[config.mk]
export PLATFORM = sky130hd
export DESIGN_NAME = muldiv_ctrl
export DESIGN_NICKNAME = d
export VERILOG_FILES = /design/src/rtl/muldiv_ctrl.sv
export SDC_FILE = /design/constraint.sdc
export NUM_CORES = 1
export LEC_CHECK = 0
export ABC_CLOCK_PERIOD_IN_PS = 5700
export CAP_MARGIN = 30
export CORE_AREA = 2 2 151 211
export CTS_CLUSTER_DIAMETER = 120
export DETAILED_ROUTE_END_ITERATION = 6
export DIE_AREA = 0 0 153 213
export PLACE_DENSITY = 0.69
export REMOVE_ABC_BUFFERS = 1
export SLEW_MARGIN = 20
export SYNTH_ARGS = -nofsm -noshare
export SYNTH_HDL_FRONTEND = slang
export SYNTH_SLANG_ARGS = --single-unit
[constraint.sdc]
create_clock -name clk -period 5.7 [get_ports clk]
set_input_delay 1.14 -clock clk [delete_from_list [all_inputs] [get_ports clk]]
set_output_delay 1.14 -clock clk [all_outputs]
set_load 0.02 [all_outputs]
[src/rtl/muldiv_ctrl.sv]
// muldiv_ctrl: iterative RV32M multiply/divide unit (shift-add / restoring divide) with pipeline stall control.
module muldiv_ctrl #(
  parameter int XLEN = 32
) (
  input  logic            clk,
  input  logic            rst,
  input  logic            i_start,
  input  logic [2:0]      i_funct3,
  input  logic [XLEN-1:0] i_rs1,
  input  logic [XLEN-1:0] i_rs2,
  input  logic            i_flush,
  output logic            o_stall,
  output logic            o_busy,
  output logic            o_done,
  output logic [XLEN-1:0] o_result
);
  localparam int CW = $clog2(XLEN);
  typedef enum logic [1:0] {IDLE, CALC, FIX, DONE} state_t;
  state_t              r_state, w_next;
  logic [CW-1:0]       r_cnt;
  logic [2*XLEN-1:0]   r_acc;
  logic [XLEN-1:0]     r_m, r_result;
  logic [2:0]          r_f3;
  logic                r_neg_q, r_neg_r;
  logic                w_accept, w_fast, w_a_neg, w_b_neg;
  logic [XLEN-1:0]     w_a_mag, w_b_mag, w_fast_res, w_fix_res, w_quo, w_rem;
  logic [XLEN:0]       w_sum, w_shr, w_diff;
  logic [2*XLEN-1:0]   w_mul_step, w_div_step, w_prod;

  assign w_accept = (r_state == IDLE) & i_start & ~i_flush;
  // Divide by zero and the single signed-overflow case bypass the iteration.
  assign w_fast = i_funct3[2] & ((i_rs2 == '0) |
                  (~i_funct3[0] & (i_rs1 == {1'b1, {(XLEN-1){1'b0}}}) & (&i_rs2)));
  assign w_fast_res = (i_rs2 == '0) ? (i_funct3[1] ? i_rs1 : '1) : (i_funct3[1] ? '0 : i_rs1);
  assign w_a_neg = i_rs1[XLEN-1] & (i_funct3 == 3'b001 | i_funct3 == 3'b010 | i_funct3 == 3'b100 | i_funct3 == 3'b110);
  assign w_b_neg = i_rs2[XLEN-1] & (i_funct3 == 3'b001 | i_funct3 == 3'b100 | i_funct3 == 3'b110);
  assign w_a_mag = w_a_neg ? -i_rs1 : i_rs1;
  assign w_b_mag = w_b_neg ? -i_rs2 : i_rs2;

  assign w_sum      = {1'b0, r_acc[2*XLEN-1:XLEN]} + (r_acc[0] ? {1'b0, r_m} : '0);
  assign w_mul_step = {w_sum, r_acc[XLEN-1:1]};
  assign w_shr      = r_acc[2*XLEN-1:XLEN-1];
  assign w_diff     = w_shr - {1'b0, r_m};
  assign w_div_step = w_diff[XLEN] ? {w_shr[XLEN-1:0], r_acc[XLEN-2:0], 1'b0}
                                   : {w_diff[XLEN-1:0], r_acc[XLEN-2:0], 1'b1};

  assign w_prod = r_neg_q ? -r_acc : r_acc;
  assign w_quo  = r_neg_q ? -r_acc[XLEN-1:0] : r_acc[XLEN-1:0];
  assign w_rem  = r_neg_r ? -r_acc[2*XLEN-1:XLEN] : r_acc[2*XLEN-1:XLEN];
  assign w_fix_res = r_f3[2] ? (r_f3[1] ? w_rem : w_quo)
                             : ((r_f3[1:0] == 2'b00) ? w_prod[XLEN-1:0] : w_prod[2*XLEN-1:XLEN]);

  always_comb begin
    w_next = r_state;
    case (r_state)
      IDLE: w_next = w_accept ? (w_fast ? DONE : CALC) : IDLE;
      CALC: w_next = i_flush ? IDLE : ((r_cnt == CW'(XLEN-1)) ? FIX : CALC);
      FIX:  w_next = i_flush ? IDLE : DONE;
      default: w_next = IDLE;
    endcase
  end

  always_ff @(posedge clk or posedge rst) begin
    if (rst) begin
      r_state  <= IDLE;
      r_cnt    <= '0;
      r_acc    <= '0;
      r_m      <= '0;
      r_f3     <= '0;
      r_neg_q  <= 1'b0;
      r_neg_r  <= 1'b0;
      r_result <= '0;
    end else begin
      r_state <= w_next;
      if (w_accept) begin
        r_cnt   <= '0;
        r_f3    <= i_funct3;
        r_neg_q <= w_a_neg ^ w_b_neg;
        r_neg_r <= w_a_neg;
        r_acc   <= {{XLEN{1'b0}}, i_funct3[2] ? w_a_mag : w_b_mag};
        r_m     <= i_funct3[2] ? w_b_mag : w_a_mag;
        if (w_fast) r_result <= w_fast_res;
      end else if (r_state == CALC) begin
        r_cnt <= r_cnt + 1'b1;
        r_acc <= r_f3[2] ? w_div_step : w_mul_step;
      end else if (r_state == FIX && !i_flush) begin
        r_result <= w_fix_res;
      end
    end
  end

  assign o_stall  = w_accept | (r_state == CALC) | (r_state == FIX);
  assign o_busy   = r_state != IDLE;
  assign o_done   = r_state == DONE;
  assign o_result = r_result;
endmodule

Word level (Yosys, flattened, before mapping). Index checks and enable logic that the tools add are counted.

$add $sub $neg: 8. $mul: 0. Div/mod/pow operators: 0. Magnitude comparators: 0. Eq/ne operators: 11. Shift operators: 0. Mux-type cells: 30. Bitwise gates (word level): 18. Reductions and logical operators: 10.

Operators with widths (count): 2-to-1 mux 32 bit (17); 2-to-1 mux 64 bit (5); negation 32 bit (4); negation 64 bit (1); adder 32 x 32 -> 33 bit (1); subtractor 33 x 32 -> 33 bit (1); equality test 32 bit (second input constant) (1); zero test 32 bit (1); AND reduction 32 bit (1); 2-to-1 mux 2 bit (5); 2-to-1 mux 5 bit (2); OR 1 bit (8); bitwise AND 1 bit (7); equality test 3 bit (second input constant) (2); case mux 2 bit (3 select lines) (1); nonzero test 2 bit (3); adder 5 x 1 -> 5 bit (second input constant) (1); equality test 5 bit (second input constant) (1); equality test 2 bit (second input constant) (2); zero test 2 bit (2); equality test 3 x 1 -> 1 bit (second input constant) (1); equality test 3 x 2 -> 1 bit (second input constant) (1); AND reduction 3 bit (1); equality test 2 x 1 -> 1 bit (second input constant) (1); other kinds (6) (7).

Register bits: 140. Latch bits: 0. Bits in writable memories: 0. Bits in read-only memories: 0. Input port bits: 71. Output and inout port bits: 35. Word-level logic and storage cells: 85. Memories: 0.

Logic depth before layout (Yosys ltp). Gate-level depths: netlist of run 1.

Word-level depth: 8. Gate-level depth with buffers: 14.

Worst setup path after synthesis of run 1. OpenSTA, ideal clock, no wires.

Kind: input-to-reg. Start point: in i_rs2[2]. End point: reg r_result[16], in the netlist o_result[16]. Library setup time: 0.151 ns. Arrival time: 3.385 ns. Setup slack: 2.164 ns. Stages: 8. Path through: or4_1 nor4_1 nand4_1 nor4_1 a31oi_1 o31ai_4 clkbuf_1 a41oi_1.

Longest elaborated chain between the ends: 6. Elaborated cells on any way between the ends: 10.

Ends and longest elaborated chain: start: declaration (RTL line 10) `input logic [XLEN-1:0] i_rs2,`; AND reduction 32 bit (RTL line 33) `(~i_funct3[0] & (i_rs1 == {1'b1, {(XLEN-1){1'b0}}}) & (&i_rs2)));`; bitwise AND 1 bit (RTL line 33); OR 1 bit (RTL line 32) `assign w_fast = i_funct3[2] & ((i_rs2 == '0) |`; bitwise AND 1 bit (RTL line 32); != test 2 x 1 -> 1 bit (no line); AND reduction 3 bit (no line); end signal: assignment (RTL line 82) `if (w_fast) r_result <= w_fast_res;`; end signal: assignment (RTL line 87) `r_result <= w_fix_res;`; end: declaration (RTL line 22) `logic [XLEN-1:0] r_m, r_result;`.

Several ways; a longest one is shown, not always the timed one. The select of a mux whose other input is x is not followed. A chain may end at the register's enable or synchronous reset.

Worst setup path in the final report of run 1.
Start point: reg r_acc[31]. End point: reg r_acc[63].

Longest elaborated chain between the ends: 5.

Ends and longest elaborated chain: start: declaration (RTL line 21) `logic [2*XLEN-1:0] r_acc;`; start signal: assignment (RTL line 80) `r_acc <= {{XLEN{1'b0}}, i_funct3[2] ? w_a_mag : w_b_mag};`; start signal: assignment (RTL line 85) `r_acc <= r_f3[2] ? w_div_step : w_mul_step;`; subtractor 33 x 32 -> 33 bit (RTL line 43) `assign w_diff = w_shr - {1'b0, r_m};`; 2-to-1 mux 64 bit (RTL line 44) `assign w_div_step = w_diff[XLEN] ? {w_shr[XLEN-1:0], r_acc[XLEN-2:0], 1'b0}`; 2-to-1 mux 64 bit (RTL line 85); 2-to-1 mux 64 bit (RTL line 83) `end else if (r_state == CALC) begin`; 2-to-1 mux 64 bit (RTL line 75) `if (w_accept) begin`.

Every way passes these cells. The select of a mux whose other input is x is not followed.

==> key figures, run 1 <==
Clocking
  – Postcts setup bufs: 0
  – Clk slew on worst S/H paths: 0.06 ns
  – CTS buffer count: 17
  – CTS Hold Bufs: 0
  – TritonCTS clock tree: built
  – CTS root buf: clkbuf_16
  – H-tree depth: 4
  – Clock sinks: 140
  – Worst skew pair latency: 0.46 ns
  – Post-CTS sizing: 0
  – Clock tree buffer depth: 2

STA
  – RSZ-0062 raised after global routing: false
  – Max frequency: 226 MHz
  – Final hold violation count: 0
  – Least-Margin Pin Slew: 0.923 ns
  – Tmin final: 4.42 ns
  – Pins Over Slew Limit: 0
  – Worst Clk Skew: 0.0100 ns
  – Period Utilization, post-route: 77.5%
  – Slew margin rel.: 37.9%
  – # setup viols final: 0

Floorplanning
  – Die X: 153 um
  – FP Rows: 76
  – Die height: 213 um
  – Initial core utilization: 49.3%
  – CORE AREA: 30700 sq um
  – Ports: 106
  – Die footprint: 32600 sq um

Worst hold path
  – HP Class: register to register
  – Start point of the worst min-delay path: o_result[1]$_DFFE_PP0P_
  – Hold path cells: 1
  – WHS Endpoint: o_result[1]$_DFFE_PP0P_

Detailed routing
  – Final ANT Viol Nets: 0
  – Initial DRC Count: 1286
  – WL final: 50200 um
  – DR pass1 iterations: 7
  – Post-route DRC: 0
  – Vias per inst: 6.27
  – Routed vias: 15400
  – Wirelength per Cell: 20.5 um

Finish
  – Fin area: 17000 sq um
  – Final cell count without fillers: 2449
  – Area Growth Syn to Fin: 12.1%
  – Nets@finish: 2191
  – Antenna cells: 0
  – Share of cells above drive strength 1: 5.54%

Worst setup path
  – R2r setup slk: 1.28 ns
  – Req. time, crit path: 6.03 ns
  – CP max stage delay: 0.74 ns
  – Startpoint class of the critical path: register
  – Worst Path Arrival: 4.75 ns
  – Crit-path slowest cell: xnor2_4
  – WS Path Type: register to register
  – Reg2reg start: r_acc[31]$_DFFE_PP0P_
  – CP Capture Type: register
  – Max FO, Critical Path: 19
  – R2R cell count: 13
  – Crit path top cell by count: a21oi_1
  – Reg2reg end: r_acc[63]$_DFFE_PP0P_
  – CP cell instances: inv_1 > ha_1 > fa_1 > nand2b_1 > a21o_1 > a21oi_1 > o31ai_1 > a21boi_0 > o21ai_0 > xnor2_4 > buf_4 > nor4b_1 > a21oi_1

Placed design
  – GP Congestion: 0.976
  – Post-DP HPWL: 38500 um
  – Number of port buffers: 105
  – Dpl cell area: 16400 sq um
  – Placed cell count: 2418

Global routing
  – Tot GR Track Use: 30.4%
  – First-pass GRT wire length: 78500 um
  – Overflow after GRT: 0
  – Initial antenna violation count: 0
  – Largest net degree at the start of global routing: 79
  – Number of global-route vias before repair: 14500

Yosys
  – Avg Cell Area, Syn: 7.44 sq um
  – Synth area leaders: dfrtp_1 (23%), o21ai_0 (6.6%), nand2_1 (6.4%)
  – Most frequent cell after synthesis: nand2_1
  – Top post-synthesis cells by count: nand2_1 (257), nor2_1 (214), o21ai_0 (201)
  – #FFs+latches synth: 140
  – Synth unique cells: 89
  – Cell taking the most area after synthesis: dfrtp_1
  – Post-synth ARST share: 100%
  – Mapped Cells: 2035
  – EDFF count, synth: 0
  – Main synth FF type: dfrtp_1
  – Synthesized area: 15100 sq um
  – Ys Warns: 0
  – Post-synthesis sequential area ratio: 23.1%
  – Top cell type's share of synthesized area: 23.1%

Outcome
  – Status: finished, final reports clean

Power and ir drop
  – PwrDens: 430 nW/um^2
  – P_leak: 6.93 nW
  – Max VDD drop: 0.000241 V

Job
  – Maxcap violations: 0
-- area by class of cell --
| class | instances | area, sq um |
|---|---|---|
| fill | 2913 | 13700 |
| multi-input combinational | 1680 | 10800 |
| sequential | 140 | 3510 |
| timing repair buffer | 141 | 1350 |
| tap | 390 | 488 |
| clock buffer | 23 | 478 |
| inverter | 67 | 256 |
| clock inverter | 8 | 67.6 |
-- worst max-delay path, delay by kind of cell, from the launching register on --
| family | cells | cell delay [ns] |
|---|---|---|
| DFF | 1 | 0.69 |
| AOI/OAI and AO/OA | 6 | 1.26 |
| xor gates and xnor gates | 1 | 0.74 |
| and+or+nand+nor | 2 | 0.43 |
| buffers and inverters | 2 | 0.46 |
| adders and majority gates | 2 | 0.68 |
-- logic make-up (layout without fill, tap and decap cells) --
family / count (synthesis) / in the layout / synth area share (%)
compound gates: 653 / 653 / 27.8
xor+xnor: 200 / 200 / 11.6
fa+ha+maj: 73 / 73 / 6.13
buf+inv: 215 / 239 / 5.62
flops: 140 / 140 / 23.1
mux: 80 / 80 / 5.35
simple gates: 674 / 674 / 20.4
-- worst max-delay path by stage --
stage	slack (ns)	startpoint	cells past startpoint	endpoint
2_1_floorplan	-3.66	i_rs2[2]	7	o_result[1]$_DFFE_PP0P_
6_report	1.28	r_acc[31]$_DFFE_PP0P_	13	r_acc[63]$_DFFE_PP0P_
3_3_place_gp	1.00	i_rs2[7]	10	o_result[18]$_DFFE_PP0P_
5_1_grt	0.96	r_acc[31]$_DFFE_PP0P_	13	r_acc[63]$_DFFE_PP0P_
3_5_place_dp	0.93	i_rs2[7]	9	o_result[1]$_DFFE_PP0P_
4_1_cts	1.25	r_acc[31]$_DFFE_PP0P_	13	r_acc[63]$_DFFE_PP0P_
-- sequential cells by signal, summed over array words and instances (netlist names) --
signal,flops
r_neg_r,1
r_cnt,5
r_neg_q,1
r_acc,64
o_result,32
r_m,32
r_state,2
r_f3,3
-- where the power goes --
part           total [mW]  switching [mW]  internal [mW]
combinational        4.43            2.58           1.85
clock                1.09           0.460          0.626
sequential           1.79           0.559           1.23
total                7.30            3.60           3.71
-- metrics by stage --
| stage | hold slack, ns | power [mW] | TNS [ns] | worst slack, ns | util (%) |
|---|---|---|---|---|---|
| floorplan | 0.450 | 4.86 | -114.56 | -3.66 | - |
| global placement | 0.495 | 6.00 | 0 | 1.00 | 53.5 |
| detailed placement | 0.503 | 6.09 | 0 | 0.926 | 53.5 |
| CTS | 0.517 | 7.21 | 0 | 1.25 | 55.3 |
| global route | 0.542 | 7.80 | 0 | 0.956 | 55.3 |
| finish | 0.517 | 7.30 | 0 | 1.28 | 55.3 |
-- layer usage --
metal	vias to the layer above	global-route usage [%]	wire length, um
met5	-	0	0
met4	0	15.8	2450
met3	130	2.62	2690
li1	7359	-	-
met1	7303	38.4	20900
met2	567	52.1	24100
-- layout by cell type, fill, tap and decap left out, types with 71 or more instances in the layout --
master / instances
xor2_1: 101
mux2i_1: 73
ha_1: 71
a21oi_1: 139
clkdlybuf4s50_1: 104
dfrtp_1: 138
nand2_1: 257
o21ai_0: 201
nor2_1: 213
xnor2_1: 98
Power figures use the tool's default switching activity.
==> inputs of run 2 (changes only) <==
--- a/config.mk
+++ b/config.mk
@@ -5,7 +5,7 @@
 export SDC_FILE = /design/constraint.sdc
 export NUM_CORES = 1
 export LEC_CHECK = 0
-export ABC_CLOCK_PERIOD_IN_PS = 5700
+export ABC_CLOCK_PERIOD_IN_PS = 4500
 export CAP_MARGIN = 30
 export CORE_AREA = 2 2 151 211
 export CTS_CLUSTER_DIAMETER = 120
==> constraint.sdc (replaced) <==
create_clock -name clk -period 4.5 [get_ports clk]
set_input_delay 0.9 -clock clk [delete_from_list [all_inputs] [get_ports clk]]
set_output_delay 0.9 -clock clk [all_outputs]
set_load 0.02 [all_outputs]
==> key figures, run 2 (synthesized netlist as in run 1, its figures left out) <==
STA
  – Worst Clk Skew: 0.0116 ns (+0.00155 ns)
  – RSZ-0062 raised after global routing: false
  – Period Utilization, post-route: 88.4% (+11 points)
  – Final hold violation count: 0 (unchanged)
  – Slew margin rel.: 39.5% (+1.7 points)
  – Setup TNS: 0 ns (unchanged)
  – Least-Margin Pin Slew: 0.896 ns (-0.0278 ns)
  – Tmin final: 3.98 ns (-0.441 ns)
  – Max frequency: 251 MHz (+11%)
  – Pins Over Slew Limit: 0 (unchanged)
  – # setup viols final: 0 (unchanged)

Detailed routing
  – WL final: 52600 um (+4.7%)
  – Final ANT Viol Nets: 0 (unchanged)
  – Vias per inst: 6.27 (about the same)
  – DR pass1 iterations: 7 (unchanged)
  – Initial DRC Count: 1240 (-3.6%)
  – Routed vias: 15500 (+0.94%)
  – Wirelength per Cell: 21.3 um (+3.7%)
  – Post-route DRC: 0 (unchanged)

Worst setup path
  – Crit-path slowest cell: a211oi_1
  – CP cell instances: and2_1 > ha_1 > inv_1 > fa_1 > nand2b_1 > a21oi_1 > o21ai_0 > a21o_1 > o21a_1 > a211oi_1 > nor4_1 > a211o_1 > a32oi_1
  – Req. time, crit path: 4.88 ns (-1.15 ns)
  – Worst Path Arrival: 4.35 ns (-0.40 ns)
  – R2R cell count: 13 (unchanged)
  – CP delay by family, top: compound AO/OA/AOI/OAI gates
  – WS Path Type: register to register
  – Buf/Inv on CP: 1 (-1)
  – Max FO, Critical Path: 7 (-12)
  – CP max stage delay: 0.58 ns (-0.16 ns)
  – Startpoint class of the critical path: register
  – Worst path depth: 13 (unchanged)
  – CP Capture Type: register

Placed design
  – Placed cell count: 2441 (+0.95%)
  – Post-DP HPWL: 40000 um (+4.1%)
  – GP Congestion: 0.911 (-6.6%)
  – Dpl cell area: 16600 sq um (+0.99%)
  – Number of port buffers: 105 (unchanged)

Finish
  – Most common cell after layout, fill and taps aside: nand2_1
  – Share of cells above drive strength 1: 6.77% (+1.2 points)
  – Area Growth Syn to Fin: 14.3%
  – Most flop-heavy register: r_acc
  – Fin area: 17300 sq um (+1.9%)
  – Antenna cells: 0 (unchanged)
  – Nets@finish: 2215 (+1.1%)
  – Multi-input logic area: 10800 sq um (about the same)
  – Fillers: 2872 (-1.4%)
  – Max reg flops: 64 (unchanged)
  – Commonest non-fill, non-tap cells in the layout: nand2_1 (257), nor2_1 (213), o21ai_0 (201)
  – Reg area: 3510 sq um (unchanged)
  – Final cell count without fillers: 2473 (+0.98%)

Global routing
  – Number of global-route vias before repair: 14900 (+2.9%)
  – Overflow after GRT: 0 (unchanged)
  – Tot GR Track Use: 32.2% (+1.8 points)
  – Largest net degree at the start of global routing: 91 (+15%)
  – First-pass GRT wire length: 82800 um (+5.4%)
  – Initial antenna violation count: 0 (unchanged)

Worst hold path
  – HP Class: register to register
  – Hold path cells: 2 (+1)

Clocking
  – CTS root buf: clkbuf_16
  – H-tree depth: 4 (unchanged)
  – Clk slew on worst S/H paths: 0.06 ns (about the same)
  – CTS Hold Bufs: 0 (unchanged)
  – Postcts setup bufs: 0 (unchanged)
  – Worst skew pair latency: 0.47 ns (about the same)
  – CTS buffer count: 17 (unchanged)
  – Clock tree buffer depth: 2 (unchanged)
  – Clock sinks: 140 (unchanged)
  – TritonCTS clock tree: built
  – Post-CTS sizing: 0 (unchanged)

Power and ir drop
  – PwrDens: 563 nW/um^2 (+31%)
  – P_leak: 7.11 nW (+2.7%)
  – Max VDD drop: 0.000361 V (+50%)

Floorplanning
  – Die height: 213 um (unchanged)
  – Die X: 153 um (unchanged)
  – Die footprint: 32600 sq um (unchanged)
  – CORE AREA: 30700 sq um (unchanged)
  – FP Rows: 76 (unchanged)
  – Initial core utilization: 49.3% (unchanged)
  – Ports: 106 (unchanged)

Outcome
  – Status: finished, final reports clean

Job
  – Maxcap violations: 0 (unchanged)
-- run 2: worst paths after layout --
| check | start | end | slack, ns |
|---|---|---|---|
| max | r_acc[0]$_DFFE_PP0P_ | r_acc[61]$_DFFE_PP0P_ | 0.52 |
| max in group asynchronous | rst | r_acc[22]$_DFFE_PP0P_ | 2.86 |
| max reg2reg | r_acc[0]$_DFFE_PP0P_ | r_acc[61]$_DFFE_PP0P_ | 0.52 |
| min in group asynchronous | rst | r_m[25]$_DFFE_PP0P_ | 0.75 |
| min | r_m[22]$_DFFE_PP0P_ | r_m[22]$_DFFE_PP0P_ | 0.49 |
| min reg2reg | r_m[22]$_DFFE_PP0P_ | r_m[22]$_DFFE_PP0P_ | 0.49 |
-- run 2: worst reg2reg max path: cells and delay by family (launching register included) --
kind                       cells  cell delay [ns]
and+or+nand+nor                3             0.52
buffers and inverters          1             0.09
DFF                            1             0.50
adders and majority gates      2             0.64
AOI/OAI and AO/OA              7             2.15
-- run 2: stage by stage --
stage	power [mW]	utilization [%]	hold slack (ns)	setup slack, ns
2_1_floorplan	6.15	-	0.450	-4.62
3_3_place_gp	7.78	54.0	0.468	0.341
3_5_place_dp	7.88	54.0	0.477	0.274
4_1_cts	9.61	56.3	0.491	0.576
5_1_grt	10.4	56.3	0.527	0.233
6_report	9.74	56.3	0.489	0.523
-- run 2: final cells by class --
class	count	share of cell area [%]
flip-flops and latches	140	20.3
multi-input cells	1680	62.6
clock inverters	11	1.24
repair buffers	165	8.92
inverters	67	1.48
well taps	390	2.82
clock buffers	20	2.70
-- run 2: layer usage --
layer | part of all wire (%) | up-vias | global-route usage [%]
li1 | - | 7395 | -
met1 | 40 | 7362 | 40.6
met2 | 49 | 627 | 55.6
met3 | 6.6 | 120 | 3.11
met4 | 4.0 | 0 | 15.7
met5 | 0 | - | 0
-- run 2: power by group --
part,internal [mW],switching (mW)
Clock,1.08,0.606
Sequential,1.56,0.616
Combinational,2.44,3.43
Total,5.08,4.66
